### src/rtl/add_pipe.sv
// add_pipe: carry-pipelined adder/subtractor with a valid/ready handshake.
// The WIDTH-bit add is cut into STAGES slices of SW bits. Each stage adds one
// slice plus the carry from the stage before it. Each stage also carries the
// operand bits that are still to be added and the result bits already
// produced, so no carry path is longer than SW bits. The whole pipeline
// advances together whenever the output register is empty or being drained.

module add_pipe #(
  parameter int WIDTH  = 16,
  parameter int STAGES = 4
) (
  input  logic             clk,
  input  logic             rst_n,
  input  logic             in_valid,
  output logic             in_ready,
  input  logic [WIDTH-1:0] a,
  input  logic [WIDTH-1:0] b,
  input  logic             cin,
  input  logic             sub,
  output logic             out_valid,
  input  logic             out_ready,
  output logic [WIDTH-1:0] sum,
  output logic             cout,
  output logic             ovf
);

  localparam int SW   = WIDTH / STAGES;
  localparam int LAST = STAGES - 1;

  logic             adv;
  logic [WIDTH-1:0] b_eff;
  logic             c_eff;

  // Global advance: the pipeline moves only when the result slot can be vacated.
  assign adv      = !out_valid || out_ready;
  assign in_ready = adv;

  // Subtract is a + ~b + !cin, so the inverted borrow becomes the carry-in.
  assign b_eff = sub ? ~b : b;
  assign c_eff = sub ? ~cin : cin;

  for (genvar s = 0; s < STAGES; s++) begin : stage_g
    // REM counts the operand bits not yet summed, including this stage's slice.
    // DONE counts the result bits that exist once this stage has finished.
    localparam int REM  = WIDTH - s * SW;
    localparam int DONE = (s + 1) * SW;

    logic [REM-1:0]  a_d;
    logic [REM-1:0]  b_d;
    logic            c_d;
    logic            v_d;
    logic [SW:0]     slice;
    logic [DONE-1:0] sum_d;
    logic [DONE-1:0] sum_q;
    logic            c_q;
    logic            v_q;

    if (s == 0) begin : g_head
      assign a_d   = a;
      assign b_d   = b_eff;
      assign c_d   = c_eff;
      assign v_d   = in_valid && in_ready;
      assign sum_d = slice[SW-1:0];
    end else begin : g_body
      assign a_d   = stage_g[s-1].g_fwd.a_q;
      assign b_d   = stage_g[s-1].g_fwd.b_q;
      assign c_d   = stage_g[s-1].c_q;
      assign v_d   = stage_g[s-1].v_q;
      assign sum_d = {slice[SW-1:0], stage_g[s-1].sum_q};
    end

    // Only the lowest remaining slice is added here, so the carry ripple stays SW bits long.
    assign slice = {1'b0, a_d[SW-1:0]} + {1'b0, b_d[SW-1:0]} + {{SW{1'b0}}, c_d};

    // Valid bits move with the pipeline and are cleared immediately by reset.
    always_ff @(posedge clk or negedge rst_n) begin
      if (!rst_n) begin
        v_q <= 1'b0;
      end else if (adv) begin
        v_q <= v_d;
      end
    end

    // Partial sums and slice carries load only for real beats, so bubbles never reach sum.
    always_ff @(posedge clk or negedge rst_n) begin
      if (!rst_n) begin
        sum_q <= '0;
        c_q   <= 1'b0;
      end else if (adv && v_d) begin
        sum_q <= sum_d;
        c_q   <= slice[SW];
      end
    end

    if (s < LAST) begin : g_fwd
      logic [REM-SW-1:0] a_q;
      logic [REM-SW-1:0] b_q;

      // The upper operand slices pass through unchanged for the stages that follow.
      always_ff @(posedge clk or negedge rst_n) begin
        if (!rst_n) begin
          a_q <= '0;
          b_q <= '0;
        end else if (adv && v_d) begin
          a_q <= a_d[REM-1:SW];
          b_q <= b_d[REM-1:SW];
        end
      end
    end else begin : g_tail
      logic ovf_q;

      // The last slice holds the MSBs, so signed overflow is resolved here.
      always_ff @(posedge clk or negedge rst_n) begin
        if (!rst_n) begin
          ovf_q <= 1'b0;
        end else if (adv && v_d) begin
          ovf_q <= (a_d[SW-1] == b_d[SW-1]) && (slice[SW-1] != a_d[SW-1]);
        end
      end
    end
  end

  assign out_valid = stage_g[LAST].v_q;
  assign sum       = stage_g[LAST].sum_q;
  assign cout      = stage_g[LAST].c_q;
  assign ovf       = stage_g[LAST].g_tail.ovf_q;

endmodule

### config.mk
export PLATFORM = sky130hd
export DESIGN_NAME = add_pipe
export DESIGN_NICKNAME = d
export VERILOG_FILES = /design/src/rtl/add_pipe.sv
export SDC_FILE = /design/constraint.sdc
export NUM_CORES = 1
export LEC_CHECK = 0
export CORE_UTILIZATION = 45
export CTS_CLUSTER_SIZE = 40
export DETAILED_ROUTE_END_ITERATION = 16
export PLACE_DENSITY_LB_ADDON = 0.3
export REMOVE_ABC_BUFFERS = 1
export SLEW_MARGIN = 5
export SYNTH_ARGS = -nofsm -noshare
export SYNTH_HDL_FRONTEND = slang
export SYNTH_SLANG_ARGS = --single-unit
### constraint.sdc
create_clock -name clk -period 2 [get_ports clk]
set_input_delay 0.3 -clock clk [delete_from_list [all_inputs] [get_ports clk]]
set_output_delay 0.3 -clock clk [all_outputs]
set_load 0.02 [all_outputs]
==> flow_summary.toml <==
[outcome]
outcome = "complete, no violations"

[placed_design]
dp.final_hpwl_mm = 5.69
port_buffers = 57
dp.cells = 505
gp_congestion = 0.750

[synth]
netlist_area_mm2 = 0.00443
synthXorXnorAreaFrac = 0.0416
synth-simple-area-share = 0.0280
yosysUniqueCellTypes = 29
async_flop_share = 1.00
synth.avg_cell_area_um2 = 14.0
synth_mux_area_frac = 0.184
seq_area_frac_synth = 0.548
synth-seq-cells = 97
syn_inst = 316
synth_compound_area_frac = 0.0947
yosys_warnings = 0
synth_edf_count = 0
synth_top_family_by_area = "multiplexers"
synth_ff_type = "dfrtp_1"
synthAdderAreaFrac = 0.0701

[sta]
final_hold_viol_count = 0
rsz0062_at_grt = "no"
skew_ns = 0.00815
period_share = 0.960
max_clock_freq_mhz = 521
tns_ns = 0
hold-worst-slack_ns = 0.453
drv_slew = 0
period_needed_ns = 1.92
setup_viol = 0
worstMarginPinSlew_ns = 0.512
slew_headroom = 0.659

[cells_and_area]
post-route-util = 0.578
multi_input_area_mm2 = 0.00186
register_area_mm2 = 0.00243
drive_gt1_frac = 0.277
area_growth_syn_to_layout_pct = 22.4
antenna-diode-count = 0
nets = 446
fillers = 793
layout.cells.non_filler = 522

[power_and_ir_drop]
total_power_w = 0.00804
power_leakage_nw = 2.37
pwr_density_cell_mw_per_mm2 = 1480
peakVddDrop_v = 0.000577

[clocking]
cts_sinks = 97
h-tree-depth = 3
cts_made_buffers = 9
cts-root-buf = "clkbuf_8"
clk_latency_ns = 0.36
clk_pin_slew_ns = 0.08
cts_buffer_depth = 2
cts_tree = "done"
cts_post_setup_buffers_inserted = 0

[floorplan]
num_rows = 35
die_x_um = 101
die-area_mm2 = 0.0102
io_pins = 58
initial_utilization = 0.472
die_y_um = 101
coreArea_mm2 = 0.00937

[min_path]
hp-class = "in2async"

[global_route]
grt_pass1_wl_mm = 13.1
grt_max_degree = 40
grt_overflow = 0
grt_pass1_vias = 2762
track_usage = 0.170
antenna_found_initial = 0

[critical_path]
startpoint_type = "primary input"
path_cells = "clkdlybuf4s50_1 -> nor2b_4 -> inv_12 -> clkdlybuf4s50_1"
worstSetupPathType = "in2out"
cp_common_cell = "clkdlybuf4s50_1"
crit_arrival_ns = 1.62
cpPeakStageDelay_ns = 0.54
critPathSlowestCell = "clkdlybuf4s50_1"
cp_data_required_time_ns = 1.70
crit_fanout = 10
crit_path_end_kind = "primary output"

[drt]
drc = 0
routed_wirelength_mm = 7.85
viasPerCell = 5.09
firstDrtPassIters = 4
final_antenna_net_count = 0
vias = 2655
drt_iter0_markers = 59
wl_per_cell_um = 15.0

[flow_run]
drv_cap = 0
cell type report:
cell class,count,share of cell area
multi-input combinational,198,0.344
sequential,97,0.448
tap,129,0.0298
clock buffer,11,0.0261
timing repair buffer,74,0.134
inverter,8,0.00785
clock inverter,5,0.0102
Yosys cell counts (2+ instances only):
cell type,n,share of area
a211oi_1,2,0.0034
a21boi_0,5,0.0085
a21o_1,4,0.0068
a21oi_1,9,0.010
and3b_1,3,0.0059
buf_4,2,0.0034
buf_6,6,0.015
clkbuf_1,3,0.0025
dfrtp_1,97,0.55
fa_1,8,0.036
ha_1,12,0.034
inv_1,7,0.0059
mux2_2,51,0.13
mux2_4,16,0.054
nand2_1,2,0.0017
nand2_4,3,0.0076
nand3_1,4,0.0045
o21ai_0,49,0.055
o31ai_1,4,0.0068
xnor2_1,15,0.030
xor2_1,6,0.012
through the flow:
step	setup WS, ns	area [um2]
5_1_grt	0.0186	5420
2_1_floorplan	0.186	4320
3_3_place_gp	-0.314	5200
4_1_cts	0.00787	5400
3_5_place_dp	-0.384	5200
6_report	0.0807	5420
critical path: cells and delay by family:
| kind | cells | cell delay (ns) |
|---|---|---|
| simple gates | 1 | 0.25 |
| buf+inv | 3 | 1.06 |
layout by cell type (no fill, tap or decap):
cell type         n
a21o_1            4
inv_1             7
dfrtp_1          97
and3b_1           3
a21oi_1           9
a21boi_0          5
nor2_4            1
xor2_1            5
nand2_1           2
dlygate4sd3_1     1
ha_1             12
buf_6             1
mux2_2           51
inv_12            1
fa_2              2
nand2_4           3
o21ai_0          49
fa_1              6
mux2_4           16
clkinvlp_4        2
xnor2_1          15
clkbuf_1          1
buf_12            2
clkinv_2          2
a211oi_1          2
o41ai_2           1
buf_4            14
o31ai_1           4
nor2b_4           1
clkdlybuf4s50_1  56
nor3_1            1
bufinv_16         1
clkbuf_8         10
nor2b_1           1
nand3_1           4
xor2_2            1
state kept, by name, summed over array words and instances, names as in the netlist:
register,flops
cout,1
ovf,1
stage_g.g_fwd.b_q,24
sum,16
stage_g.v_q,3
stage_g.c_q,3
stage_g.g_fwd.a_q,24
stage_g.sum_q,24
out_valid,1
power by group:
part | leakage (nW) | switching, W | total [W] | internal, W
registers | 1.17 | 0.000496 | 0.00334 | 0.00285
logic | 1.11 | 0.00152 | 0.00344 | 0.00192
clock network | 0.0953 | 0.000657 | 0.00127 | 0.000609
cells by family (layout without fill, tap and decap cells):
| kind of cell | after synthesis | count (layout) |
|---|---|---|
| mux | 67 | 67 |
| buf+inv | 21 | 98 |
| fa+ha+maj | 20 | 20 |
| xor+xnor | 21 | 21 |
| compound gates | 74 | 74 |
| flops | 97 | 97 |
| simple gates | 16 | 16 |
worst paths after layout:
check | from | endpoint | slack (ns) | cells past startpoint
worst max-delay path | out_ready | in_ready | 0.08 | 4
worst min-delay path | rst_n | sum[9] | 0.45 | 2
worst max register to register | stage_g[1].c_q | stage_g[2].c_q | 0.13 | 5
worst min register to register | stage_g[0].g_fwd.b_q[9] | stage_g[1].g_fwd.b_q[5] | 0.50 | 1
max in group asynchronous | rst_n | stage_g[0].g_fwd.a_q[2] | 0.89 | 3
min in group clk | stage_g[0].g_fwd.b_q[9] | stage_g[1].g_fwd.b_q[5] | 0.50 | 1
metal layers:
metal  global-route usage  vias up  part of all wire
met1                0.215     1328              0.46
met4               0.0769        0             0.018
met2                0.290       58              0.49
met5                    0        -                 0
met3               0.0276       10             0.032
li1                     -     1259                 -
repair_timing:
item	CTS	global route
gates resized for setup	0	4
endpoints found under the hold margin	36	0
setup endpoints to repair	0	4
hold buffers	1	0
(Power assumes the default switching activity.)
